`config.mk`:
```
export PLATFORM = sky130hd
export DESIGN_NAME = mem_arbiter
export DESIGN_NICKNAME = d
export VERILOG_FILES = /design/src/rtl/mem_arbiter.sv
export SDC_FILE = /design/constraint.sdc
export NUM_CORES = 1
export LEC_CHECK = 0
export CAP_MARGIN = 20
export CORE_MARGIN = 4
export CORE_UTILIZATION = 30
export CTS_CLUSTER_SIZE = 16
export DETAILED_ROUTE_END_ITERATION = 12
export PLACE_DENSITY = 0.77
export SETUP_SLACK_MARGIN = 0.02
export SKIP_LAST_GASP = 1
export SLEW_MARGIN = 20
export SYNTH_ARGS = -nofsm -noshare
export SYNTH_HDL_FRONTEND = slang
export SYNTH_SLANG_ARGS = --single-unit
```
`constraint.sdc`:
```
create_clock -name clk -period 4.22 [get_ports clk]
set_clock_uncertainty 0.2 [all_clocks]
set_input_delay 0.633 -clock clk [delete_from_list [all_inputs] [get_ports clk]]
set_output_delay 0.633 -clock clk [all_outputs]
set_load 0.05 [all_outputs]
```
`src/rtl/mem_arbiter.sv`:
```
// Purpose: two-port (core, debug) arbiter in front of a single-ported data memory.
// Latency: grant one cycle after request; read data/rvalid one cycle after grant.
// Backpressure: a requester holds its request until it sees gnt; grants are >= 2 cycles apart.
// Build option: define MEM_ARB_RR_EN for round-robin tie-break (default: core wins ties).
module mem_arbiter (
    input  logic        clk,
    input  logic        reset,
    // core port
    input  logic        core_req,
    input  logic        core_we,
    input  logic [31:0] core_addr,
    input  logic [31:0] core_wdata,
    output logic        core_gnt,
    output logic        core_rvalid,
    output logic [31:0] core_rdata,
    output logic        core_stall,
    // debug / loader port
    input  logic        dbg_req,
    input  logic        dbg_we,
    input  logic [31:0] dbg_addr,
    input  logic [31:0] dbg_wdata,
    output logic        dbg_gnt,
    output logic        dbg_rvalid,
    output logic [31:0] dbg_rdata,
    // data memory
    output logic        mem_we,
    output logic [31:0] mem_addr,
    output logic [31:0] mem_wdata,
    input  logic [31:0] mem_rdata
);

    typedef enum logic [1:0] {
        IDLE       = 2'd0,
        SERVE_CORE = 2'd1,
        SERVE_DBG  = 2'd2
    } state_t;

    state_t      state_q, state_d;
    // Set in the IDLE cycle right after a port's own SERVE, where its
    // still-asserted request must not be taken as a new one.
    logic        just_core_q, just_core_d;
    logic        just_dbg_q,  just_dbg_d;
    logic        core_rvalid_q, core_rvalid_d;
    logic        dbg_rvalid_q,  dbg_rvalid_d;
    logic [31:0] core_rdata_q,  core_rdata_d;
    logic [31:0] dbg_rdata_q,   dbg_rdata_d;
`ifdef MEM_ARB_RR_EN
    // 1: debug was served most recently, 0: core was.
    logic        last_dbg_q, last_dbg_d;
`endif

    logic core_elig;
    logic dbg_elig;

    // Next-state selection: one-cycle SERVE states, tie-break in IDLE.
    always_comb begin
        state_d   = state_q;
        core_elig = core_req && !just_core_q;
        dbg_elig  = dbg_req && !just_dbg_q;
        case (state_q)
            IDLE: begin
                if (core_elig && dbg_elig) begin
`ifdef MEM_ARB_RR_EN
                    state_d = last_dbg_q ? SERVE_CORE : SERVE_DBG;
`else
                    state_d = SERVE_CORE;
`endif
                end else if (core_elig) begin
                    state_d = SERVE_CORE;
                end else if (dbg_elig) begin
                    state_d = SERVE_DBG;
                end
            end
            SERVE_CORE: state_d = IDLE;
            SERVE_DBG:  state_d = IDLE;
            default:    state_d = IDLE;
        endcase
    end

    // Bookkeeping for the next cycle: served-port flags, read capture, RR pointer.
    always_comb begin
        just_core_d   = (state_q == SERVE_CORE);
        just_dbg_d    = (state_q == SERVE_DBG);
        core_rvalid_d = (state_q == SERVE_CORE) && !core_we;
        dbg_rvalid_d  = (state_q == SERVE_DBG) && !dbg_we;
        core_rdata_d  = core_rvalid_d ? mem_rdata : core_rdata_q;
        dbg_rdata_d   = dbg_rvalid_d  ? mem_rdata : dbg_rdata_q;
`ifdef MEM_ARB_RR_EN
        last_dbg_d = last_dbg_q;
        if (state_q == IDLE && state_d == SERVE_CORE) begin
            last_dbg_d = 1'b0;
        end else if (state_q == IDLE && state_d == SERVE_DBG) begin
            last_dbg_d = 1'b1;
        end
`endif
    end

    // State and read-return registers; reset drops any pending rvalid.
    always_ff @(posedge clk) begin
        if (reset) begin
            state_q       <= IDLE;
            just_core_q   <= 1'b0;
            just_dbg_q    <= 1'b0;
            core_rvalid_q <= 1'b0;
            dbg_rvalid_q  <= 1'b0;
            core_rdata_q  <= 32'd0;
            dbg_rdata_q   <= 32'd0;
`ifdef MEM_ARB_RR_EN
            last_dbg_q    <= 1'b1;
`endif
        end else begin
            state_q       <= state_d;
            just_core_q   <= just_core_d;
            just_dbg_q    <= just_dbg_d;
            core_rvalid_q <= core_rvalid_d;
            dbg_rvalid_q  <= dbg_rvalid_d;
            core_rdata_q  <= core_rdata_d;
            dbg_rdata_q   <= dbg_rdata_d;
`ifdef MEM_ARB_RR_EN
            last_dbg_q    <= last_dbg_d;
`endif
        end
    end

    // Grants and memory-side mux decoded from the current state; IDLE drives zeros.
    always_comb begin
        core_gnt  = 1'b0;
        dbg_gnt   = 1'b0;
        mem_we    = 1'b0;
        mem_addr  = 32'd0;
        mem_wdata = 32'd0;
        case (state_q)
            SERVE_CORE: begin
                core_gnt  = 1'b1;
                mem_we    = core_we;
                mem_addr  = core_addr;
                mem_wdata = core_wdata;
            end
            SERVE_DBG: begin
                dbg_gnt   = 1'b1;
                mem_we    = dbg_we;
                mem_addr  = dbg_addr;
                mem_wdata = dbg_wdata;
            end
            default: begin
                core_gnt = 1'b0;
            end
        endcase
    end

    assign core_rvalid = core_rvalid_q;
    assign dbg_rvalid  = dbg_rvalid_q;
    assign core_rdata  = core_rdata_q;
    assign dbg_rdata   = dbg_rdata_q;
    assign core_stall  = core_req && !core_gnt;

endmodule

```
==> results by group <==
Run status
  • Outcome: completed

Floorplanning
  • Initial Util: 0.307
  • Site Rows: 39
  • Die area: 0.0135 sq mm
  • Die W: 116 microns
  • Die height: 116 microns
  • Top-level port count: 300
  • Placeable Area: 0.0114 sq mm

Timing
  • Minimum clock period: 3.71 ns
  • Fin crit share: 0.878
  • Relative slew slack: 0.527
  • Highest Clock Rate: 0.270 GHz
  • RSZ-0062 raised after global routing: false
  • TNS Setup: 0 ns
  • Pins Over Slew Limit: 0
  • Worst-Margin Slew: 0.709 ns
  • Setup ws final: 0.514 ns
  • Hold Fails Final Rpt: 0
  • Final setup vio count: 0

Synth
  • Post-synth top area cell: dfxtp_1
  • Syn avg cell area: 7.67 sq um
  • Area share of the largest cell type after synthesis: 0.400
  • Synthesized cell area: 0.00351 sq mm
  • EDFF count, synth: 0
  • Xor-xnor portion of the synthesized cell area: 0
  • Warnings from Yosys: 0
  • FF+latch count, synth: 70
  • Multiplexer area fraction after synthesis: 0
  • Top_reg_cell synth: dfxtp_1
  • Sequential fraction of the synthesis area: 0.400
  • Post-Syn Nets: 627
  • Synth cell types: 17
  • Commonest cells post-synth: nand2_1 (128), nor2b_1 (71), dfxtp_1 (70)
  • Synth Area in Simple Gates: 0.276
  • Ys async rst share: 0
  • Top area cells in the synthesized netlist: dfxtp_1 (40%), a22oi_1 (14%), nand2_1 (14%)
  • Adder-Cell Fraction of Synth Area: 0.0143
  • Most instantiated library cell after synthesis: nand2_1
  • Compound-Gate Fraction of Synth Area: 0.234
  • Largest family of logic cells by synthesized area: simple AND/OR/NAND/NOR gates
  • Mapped Cells: 457

Routing
  • Drt drc: 0
  • Final ANT Viol Nets: 0
  • Total Wirelength: 15,600 microns
  • DR vias: 4,276
  • DR iter-0 viols: 311
  • Vias per inst: 4.86
  • Pre-antenna DRT Iters: 4
  • Per-cell routed wire length: 17.7 microns

Placed design
  • Detailed Place HPWL: 12,400 microns
  • Place WS: 0.873 ns
  • Gpl congestion: 0.902
  • I/O Buffers: 299
  • Post-placement cell area: 0.00649 sq mm

Clock tree
  • CTS Hold Bufs: 0
  • Clk Latency, worst-skew pair: 0.32 ns
  • CTS root buf: clkbuf_16
  • Reg clk slew, reported paths: 0.06 ns
  • CTS tree: yes
  • CTS buffer count: 9
  • Max H-tree Level: 3
  • CTS max path bufs: 2
  • Post-cts resize count: 0
  • Post-CTS Setup Bufs: 0
  • Clock sinks: 70

Worst setup path
  • CP Capture Type: output port
  • CP cell instances: inv_1, ha_2, buf_4, a22oi_1, nor2b_1, clkdlybuf4s50_1
  • Worst Path Required: 3.39 ns
  • CP max stage delay: 0.84 ns
  • Critical Path AT: 2.87 ns
  • CP max FO: 29
  • Slowest-stage cell, CP: clkdlybuf4s50_1
  • Crit start category: flop
  • Worst Reg-to-Reg Cells: 6
  • Crit Path Class: reg2out

Layout
  • Design area: 0.00679 sq mm
  • Util after Layout: 0.594
  • Final nets: 901
  • Share of cells above drive strength 1: 0.0381
  • Layout area overhead: 93.5%

Pwr
  • Total chip power: 2010 uW
  • Worst VDD drop: 0.000214 V
  • Pwr/cell area: 297 mW/mm^2
  • Leakage: 0.00223 uW

Worst hold path
  • Hold Crit Depth: 2
  • Hold Crit Class: reg2reg

Global route
  • Grt ovf: 0
  • Via count of the first global-routing pass: 4,281
  • Initial antenna violation count: 1
  • GR Util All Layers: 0.215
  • First-pass GRT wire length: 22,500 microns
  • Largest net degree at the start of global routing: 66

Run
  • Max cap viols: 0
==> path summary, 6_finish.rpt <==
kind	slack, ns	start	to
worst max-delay path	0.51	state_q[0]	mem_wdata[9]
worst min register to register	0.25	dbg_rdata[30]	dbg_rdata[30]
worst max register to register	1.78	state_q[1]	core_rdata[23]
worst min-delay path	0.25	dbg_rdata[30]	dbg_rdata[30]
==> logic make-up (layout without fill, tap and decap cells) <==
group,Yosys count,after routing
AO/OA/AOI/OAI,131,131
adder cells (fa/ha/maj),4,4
buffers and inverters,46,324
flip-flops,70,70
other,0,1
AND/OR/NAND/NOR,206,206
==> sequential cells by signal (all words and copies together), names as in the netlist <==
| name | count |
|---|---|
| core_rdata | 32 |
| state_q | 2 |
| just_dbg_q | 1 |
| dbg_rdata | 32 |
| core_rvalid | 1 |
| dbg_rvalid | 1 |
| just_core_q | 1 |
==> worst max-delay path: cells and delay by family (launching register included) <==
| kind | cells | cell delay (ns) |
|---|---|---|
| adders and majority gates | 1 | 0.55 |
| AOI/OAI and AO/OA | 1 | 0.14 |
| DFF | 1 | 0.33 |
| and+or+nand+nor | 1 | 0.20 |
| buffers and inverters | 3 | 1.32 |
==> layout by cell type, fill, tap and decap left out, drive strengths merged <==
master,n
clkdlybuf4s50,298
diode,1
ha,4
dfxtp,70
a211oi,1
nand2,128
inv,2
bufinv,1
nor2b,71
clkinvlp,2
a21oi,65
and2b,1
buf,9
clkbuf,9
nand2b,4
clkinv,3
a22oi,65
nor2,2
==> per-stage QoR <==
step	std cells	hold slack, ns
2_1_floorplan	457	0.286
3_3_place_gp	863	0.243
3_5_place_dp	863	0.248
5_1_grt	879	0.273
4_1_cts	878	0.255
6_report	879	0.254
==> report_power, final <==
part | internal [uW] | switching [uW]
Sequential | 682 | 11.2
Clock | 452 | 263
Combinational | 281 | 322
==> per-layer routing <==
metal / share of wire / wire length (microns) / up-vias / track usage
li1: - / - / 2083 / -
met4: 0.038 / 595 / 0 / 0.0982
met1: 0.34 / 5340 / 1963 / 0.225
met2: 0.52 / 8170 / 196 / 0.383
met5: 0 / 0 / - / 0
met3: 0.094 / 1470 / 34 / 0.0824
==> layout make-up <==
cell class                 instances  area (sq um)
fill                            1037          4630
timing repair buffer             307          3060
multi-input combinational        341          1850
sequential                        70          1400
clock buffer                       9           225
tap                              143           179
clock inverter                     6          63.8
inverter                           2          7.51
antenna                            1          2.50
Note: power is estimated with default switching activity, not from simulation.
